--- config.mk ---
export PLATFORM = sky130hd
export DESIGN_NAME = week_4_encoder_registered
export DESIGN_NICKNAME = d
export VERILOG_FILES = /design/src/rtl/week_4_encoder_registered.sv
export SDC_FILE = /design/constraint.sdc
export NUM_CORES = 1
export LEC_CHECK = 0
export CAP_MARGIN = 30
export CORE_AREA = 2 2 39 41
export DETAILED_ROUTE_END_ITERATION = 8
export DIE_AREA = 0 0 41 43
export PLACE_DENSITY = 0.78
export RECOVER_POWER = 100
export SYNTH_ARGS = -nofsm -noshare
export SYNTH_HDL_FRONTEND = slang
export SYNTH_SLANG_ARGS = --single-unit
--- constraint.sdc ---
create_clock -name clk -period 3.05 [get_ports clk]
set_clock_uncertainty 0.1 [all_clocks]
set_input_delay 0.7625 -clock clk [delete_from_list [all_inputs] [get_ports clk]]
set_output_delay 0.7625 -clock clk [all_outputs]
set_load 0.02 [all_outputs]
--- src/rtl/week_4_encoder_registered.sv ---
// Registered 4-to-2 priority encoder with a valid/ready handshake on both sides.
// One-cycle latency and full throughput; a saturating counter tracks codes that were not one-hot.
module week_4_encoder_registered #(
    parameter int N_IN      = 4,
    parameter int SEL_W     = 2,
    parameter int ERR_CNT_W = 8
) (
    input  logic                 clk,
    input  logic                 rst,
    input  logic [N_IN-1:0]      in_code,
    input  logic                 in_valid,
    output logic                 in_ready,
    output logic [SEL_W-1:0]     sel,
    output logic                 out_valid,
    input  logic                 out_ready,
    output logic                 err,
    output logic [ERR_CNT_W-1:0] err_count
);

    typedef enum logic {
        EMPTY = 1'b0,
        FULL  = 1'b1
    } state_t;

    state_t           state;
    logic [SEL_W-1:0] enc_sel;
    logic             enc_err;
    logic             accept;

    // Ascending scan so the highest set bit is the last one to assign.
    always_comb begin
        enc_sel = '0;
        for (int i = 0; i < N_IN; i++) begin
            if (in_code[i]) begin
                enc_sel = SEL_W'(i);
            end
        end
    end

    assign enc_err   = (in_code == '0) || ((in_code & (in_code - N_IN'(1))) != '0);
    assign out_valid = (state == FULL);
    assign in_ready  = !out_valid || out_ready;
    assign accept    = in_valid && in_ready;

    always_ff @(posedge clk or posedge rst) begin
        if (rst) begin
            state     <= EMPTY;
            sel       <= '0;
            err       <= 1'b0;
            err_count <= '0;
        end else begin
            if (accept) begin
                state <= FULL;
                sel   <= enc_sel;
                err   <= enc_err;
                if (enc_err && (err_count != '1)) begin
                    err_count <= err_count + ERR_CNT_W'(1);
                end
            end else if ((state == FULL) && out_ready) begin
                state <= EMPTY;
            end
        end
    end

endmodule

==> flow_summary.yaml, run 1 <==
power:
  internal-power_uw: 356
  p_sw_uw: 213
  combPwrFrac_pct: 38.3
  pwr_density_cell_nw_per_um2: 710
  leakagePower_uw: 0.000348
  switching_share_pct: 37.5
  p_clk_share_pct: 16.4
  p_seq_share_pct: 45.4
  ir_drop_uv: 485
worst_setup_path:
  crit_chain: "dlygate4sd3_1 -> nand2b_1 -> clkdlybuf4s50_1"
  critPathKind: "primary input to output pin"
  cp-start-kind: "primary input"
  path_delay_family: "buffers and inverters"
  end_kind: "output pin"
  slowest_stage: "clkdlybuf4s50_1"
  worst_ep_required_time_ns: 2.19
  crit_path_max_incr_delay_ns: 0.62
  crit_buf_inv: 2
  crit_arrival_ns: 2.05
  path_max_fanout: 4
clocking:
  clock_latency_ns: 0.26
  postCtsHoldBufs: 0
  cts.clk_slew.worst_paths_ns: 0.07
  clock_sinks: 12
  cts_tree: "done"
  clock_path_buffers: 2
  cts_root_buffer: "clkbuf_4"
  ctsResizeCount: 0
  postCtsSetupRepairBufs: 0
  cts_inserted_buffers: 3
  htreeDepth: 1
finish:
  fin_cells: 88
  n_antenna_cell: 0
  area_delta_synth_final_pct: 38.4
  seq_area_sq_um: 300
  layout.nets: 83
  drive_above_1_share_pct: 6.94
  multi_input_area_sq_um: 251
  fillers: 131
logic_synthesis:
  synth_fp_nets: 59
  yosys_warnings: 0
  synth_area_sq_um: 579
  ys_types: 20
  ys_ff_latch: 12
  synth.avg_cell_area_sq_um: 11.6
  netlist_instances: 50
  yosysSeqAreaShare_pct: 51.8
place:
  dp_cells: 85
  hpwlAfterDp_um: 864
  globalplace.congestion: 0.773
  place_ws_ns: 0.190
  numPortBuffers: 20
timing:
  rsz0062_at_grt: "false"
  finalCritPeriodShare_pct: 95.6
  whs_ns: 0.388
  fmax_ghz: 0.343
  final_hold_viol_count: 0
  setup_viol: 0
  drv_slew: 0
  timing.final.ws_setup_ns: 0.135
  tightest_slew_ns: 0.449
  layout_min_cycle_time_ns: 2.91
  tns_ns: 0
  maxSlewHeadroom_pct: 70.1
die:
  coreArea_sq_um: 1380
  pin_count: 21
  die_h_um: 43
  initial_core_util_pct: 41.9
  num_rows: 14
  dieArea_sq_um: 1760
  die_w_um: 41
detailed_routing:
  totalWireLength_mm: 1.10
  vias: 474
  drc: 0
  dr.pass1.iters: 2
  ant_nets: 0
  routedWlPerCell_um: 12.5
  drtIter0Drc: 6
  routed_via_density: 5.39
global_route:
  grt_pass1_wl_mm: 1.72
  grt_overflow: 0
  grt_max_degree: 13
  antenna_found_initial: 0
  grt_usage_pct: 14.5
  grt_pass1_vias: 434
flow_run:
  drv_cap: 0
status:
  run_status: "complete, no violations"
min_path:
  hold_class: "flip-flop to flip-flop"
## final cells by class
class | instances | share of cell area (%)
clock buffer | 3 | 2.81
inverter | 2 | 0.936
multi-input combinational | 35 | 31.4
sequential | 12 | 37.4
tap | 16 | 2.50
timing repair buffer | 20 | 25.0
## layout by cell type (no fill, tap or decap), drive strengths merged
master	instances
dlygate4sd3	15
dfrtp	12
xnor2	6
clkdlybuf4s50	5
nand4	4
nand2	4
clkbuf	3
xor2	2
nor2	2
nand2b	2
and4	2
and3	2
nand3	2
o21ai	2
inv	2
nor4b	2
mux2	2
a211oi	1
a21oi	1
ha	1
## metrics by stage
stage	util, %	power, uW	cell area, sq um
after floorplan	-	387	579
after global placement	57.0	506	788
after detailed placement	57.0	511	788
after CTS	58.6	605	811
after global routing	58.0	606	802
final	58.0	569	802
## worst register-to-register path, stage by stage, from the launching register on
cell and delay (ns):
dfrtp_1 0.44, ha_1 0.28, nand4_1 0.10, and4_1 0.39, mux2_1 0.36
## routing by layer
layer | global-route usage [%] | part of all wire (%)
met1 | 18.2 | 41
met2 | 21.9 | 54
met3 | 1.57 | 3.1
met4 | 10.0 | 1.3
met5 | 0 | 0
## synth_stat cells
| cell type | n | area share, % |
|---|---|---|
| inv_1 | 2 | 1.3 |
| xor2_1 | 2 | 3.0 |
| a21oi_1 | 1 | 0.86 |
| nand2b_1 | 2 | 2.2 |
| nand3_1 | 2 | 1.7 |
| nor2_1 | 2 | 1.3 |
| buf_6 | 1 | 1.9 |
| nor4b_1 | 1 | 1.5 |
| xnor2_1 | 6 | 9.1 |
| ha_1 | 1 | 2.2 |
| a211oi_2 | 1 | 2.2 |
| nand4_1 | 4 | 4.3 |
| dfrtp_1 | 12 | 52 |
| nand2_1 | 4 | 2.6 |
| mux2_2 | 1 | 1.9 |
| nor4b_2 | 1 | 2.6 |
| mux2_4 | 1 | 2.6 |
| o21ai_0 | 2 | 1.7 |
| and3_1 | 2 | 2.2 |
| and4_1 | 2 | 3.0 |
## cell families after synthesis
kind of cell             share of synthesized area, %
AND/OR/NAND/NOR                                  21.4
AO/OA/AOI/OAI                                    4.75
multiplexers                                     4.53
XOR/XNOR                                         12.1
adder cells (fa/ha/maj)                          2.16
buffers and inverters                            3.24
flip-flops                                       51.8
## flip-flops by register name, indices dropped and copies added, names as in the netlist
signal	flops
sel	2
err	1
out_valid	1
err_count	8
## path summary, 6_finish.rpt
kind	end	slack [ns]	cells past startpoint	from
max	in_ready	0.14	3	out_ready
min	err_count[5]$_DFFE_PP0P_	0.39	1	err_count[5]$_DFFE_PP0P_
max reg2reg	err_count[1]$_DFFE_PP0P_	1.26	4	err_count[0]$_DFFE_PP0P_
min reg2reg	err_count[5]$_DFFE_PP0P_	0.39	1	err_count[5]$_DFFE_PP0P_
max in group asynchronous	sel[1]$_DFFE_PP0P_	1.70	2	rst
min in group asynchronous	err_count[5]$_DFFE_PP0P_	0.84	2	rst
## power by group through the flow
stage | registers (uW) | logic (uW) | clock network, uW
final | 258 | 218 | 93.2
after global routing | 270 | 235 | 101
after CTS | 262 | 246 | 97.2
after detailed placement | 265 | 246 | 0
after global placement | 263 | 242 | 0
after floorplan | 308 | 79.0 | 0
No activity file was read; power rests on OpenSTA's default activity.
==> inputs of run 2 (changes only) <==
--- a/config.mk
+++ b/config.mk
@@ -11,6 +11,7 @@
 export DIE_AREA = 0 0 41 43
 export PLACE_DENSITY = 0.78
 export RECOVER_POWER = 100
+export SKIP_LAST_GASP = 1
 export SYNTH_ARGS = -nofsm -noshare
 export SYNTH_HDL_FRONTEND = slang
 export SYNTH_SLANG_ARGS = --single-unit
==> results of run 2 <==
Same layout as run 1: the final DEF is identical, and so are final timing and power.
==> inputs of run 3 (changes only) <==
--- a/config.mk
+++ b/config.mk
@@ -11,6 +11,7 @@
 export DIE_AREA = 0 0 41 43
 export PLACE_DENSITY = 0.78
 export RECOVER_POWER = 100
+export REMOVE_ABC_BUFFERS = 1
 export SKIP_LAST_GASP = 1
 export SYNTH_ARGS = -nofsm -noshare
 export SYNTH_HDL_FRONTEND = slang
==> flow_summary.yaml, run 3 (synthesis results as in run 1) <==
finish:
  area_delta_synth_final_pct: 40.8
  regMostFlops: "err_count"
  largestRegisters: "err_count: 8 flops, sel: 2 flops"
  largest_reg_flops: 8
  layout_commonest_cell: "dlygate4sd3_1"
  final_area_sq_um: 816
  fin_cells: 89
  n_antenna_cell: 0
  final_cell_mix: "dlygate4sd3_1 (14), dfrtp_1 (12), xnor2_1 (6), clkdlybuf4s50_1 (6)"
  layout.nets: 83
  drive_above_1_share_pct: 8.22
place:
  numPortBuffers: 20
  globalplace.congestion: 0.773
  dp_cells: 85
  hpwlAfterDp_um: 915
  place_area_sq_um: 788
worst_setup_path:
  path_common_cell: "clkdlybuf4s50_1"
  crit_buf_inv: 2
  worst_ep_required_time_ns: 2.19
  path_max_fanout: 4
  crit_path_max_incr_delay_ns: 0.62
  crit_chain: "clkdlybuf4s50_1 -> nand2b_1 -> clkdlybuf4s50_1"
  cp-start-kind: "primary input"
  critPathKind: "primary input to output pin"
  path_delay_family: "buffers and inverters"
  end_kind: "output pin"
  slowest_stage: "clkdlybuf4s50_1"
  crit_arrival_ns: 2.01
clocking:
  cts.clk_slew.worst_paths_ns: 0.08
  htreeDepth: 1
  cts_tree: "done"
  postCtsSetupRepairBufs: 0
  postCtsHoldBufs: 0
  ctsResizeCount: 0
  clock_latency_ns: 0.28
  cts_root_buffer: "clkbuf_4"
  clock_path_buffers: 2
  clock_sinks: 12
  cts_inserted_buffers: 3
power:
  p_clk_share_pct: 21.4
  switching_share_pct: 36.9
  p_sw_uw: 224
  combPwrFrac_pct: 36.4
  ir_drop_uv: 451
  pwr_density_cell_nw_per_um2: 745
  p_seq_share_pct: 42.3
  internal-power_uw: 383
  leakagePower_uw: 0.000355
die:
  num_rows: 14
  pin_count: 21
  initial_core_util_pct: 41.9
  die_w_um: 41
  coreArea_sq_um: 1380
  die_h_um: 43
  dieArea_sq_um: 1760
timing:
  finalCritPeriodShare_pct: 94.3
  setup_viol: 0
  tns_ns: 0
  drv_slew: 0
  fmax_ghz: 0.348
  rsz0062_at_grt: "false"
  final_hold_viol_count: 0
  layout_min_cycle_time_ns: 2.88
  tightest_slew_ns: 0.448
  maxSlewHeadroom_pct: 70.1
min_path:
  hold_class: "flip-flop to flip-flop"
detailed_routing:
  ant_nets: 0
  drc: 0
  vias: 470
  routed_via_density: 5.28
  totalWireLength_mm: 1.17
  drtIter0Drc: 11
  dr.pass1.iters: 4
  routedWlPerCell_um: 13.2
status:
  run_status: "complete, no violations"
global_route:
  antenna_found_initial: 0
  grt_usage_pct: 16.6
  grt_pass1_vias: 447
  grt_max_degree: 13
  grt_overflow: 0
  grt_pass1_wl_mm: 1.89
flow_run:
  drv_cap: 0
run 3: changes by cell type in the layout (fill, tap and decap cells not counted), sizes merged:
| cell | delta |
|---|---|
| clkdlybuf4s50 | +1 |
| clkbuf | +1 |
| dlygate4sd3 | -1 |
run 3: stage by stage:
step                      utilization, %  power, uW  hold WS [ns]  worst slack, ns
after global placement              57.0        505         0.361            0.220
after global routing                59.0        645         0.425            0.116
after detailed placement            57.0        511         0.384            0.168
after floorplan                        -        384         0.482             1.06
final                               59.0        608         0.395            0.175
after CTS                           59.6        640         0.410            0.163
run 3: path summary, 6_finish.rpt:
kind | end | slack (ns) | startpoint | depth (start not counted)
max | in_ready | 0.17 | out_ready | 3
max reg2reg | err_count[1]$_DFFE_PP0P_ | 1.27 | err_count[0]$_DFFE_PP0P_ | 4
min reg2reg | sel[0]$_DFFE_PP0P_ | 0.40 | sel[0]$_DFFE_PP0P_ | 2
min in group asynchronous | out_valid$_DFFE_PP0P_ | 0.83 | rst | 2
max in group asynchronous | err_count[2]$_DFFE_PP0P_ | 1.71 | rst | 2
min | sel[0]$_DFFE_PP0P_ | 0.40 | sel[0]$_DFFE_PP0P_ | 2
run 3: layout make-up:
class / count / area (sq um)
fillers: 139 / 568
flip-flops and latches: 12 / 300
well taps: 16 / 20.0
repair buffers: 20 / 200
multi-input cells: 35 / 251
clock buffers: 4 / 36.3
inverters: 2 / 7.51
run 3: power groups by stage:
| stage | clock [uW] | sequential, uW | combinational, uW |
|---|---|---|---|
| finish | 130 | 257 | 221 |
| global route | 143 | 264 | 238 |
| CTS | 131 | 260 | 249 |
| detailed placement | 0 | 263 | 248 |
| global placement | 0 | 263 | 242 |
| floorplan | 0 | 308 | 76.6 |
run 3: worst min-delay path: cells and delay by family, from the launching register on:
kind / cells / cell delay [ns]
AO/OA/AOI/OAI: 1 / 0.07
flip-flops: 1 / 0.35
AND/OR/NAND/NOR: 1 / 0.05
run 3: metal layers:
layer / vias to the layer above / GRT usage [%] / part of all wire, %
met5: - / 0 / 0
met4: 0 / 12.0 / 3.6
met3: 5 / 4.71 / 3.0
met2: 12 / 23.8 / 52
met1: 229 / 20.2 / 41
li1: 224 / - / -
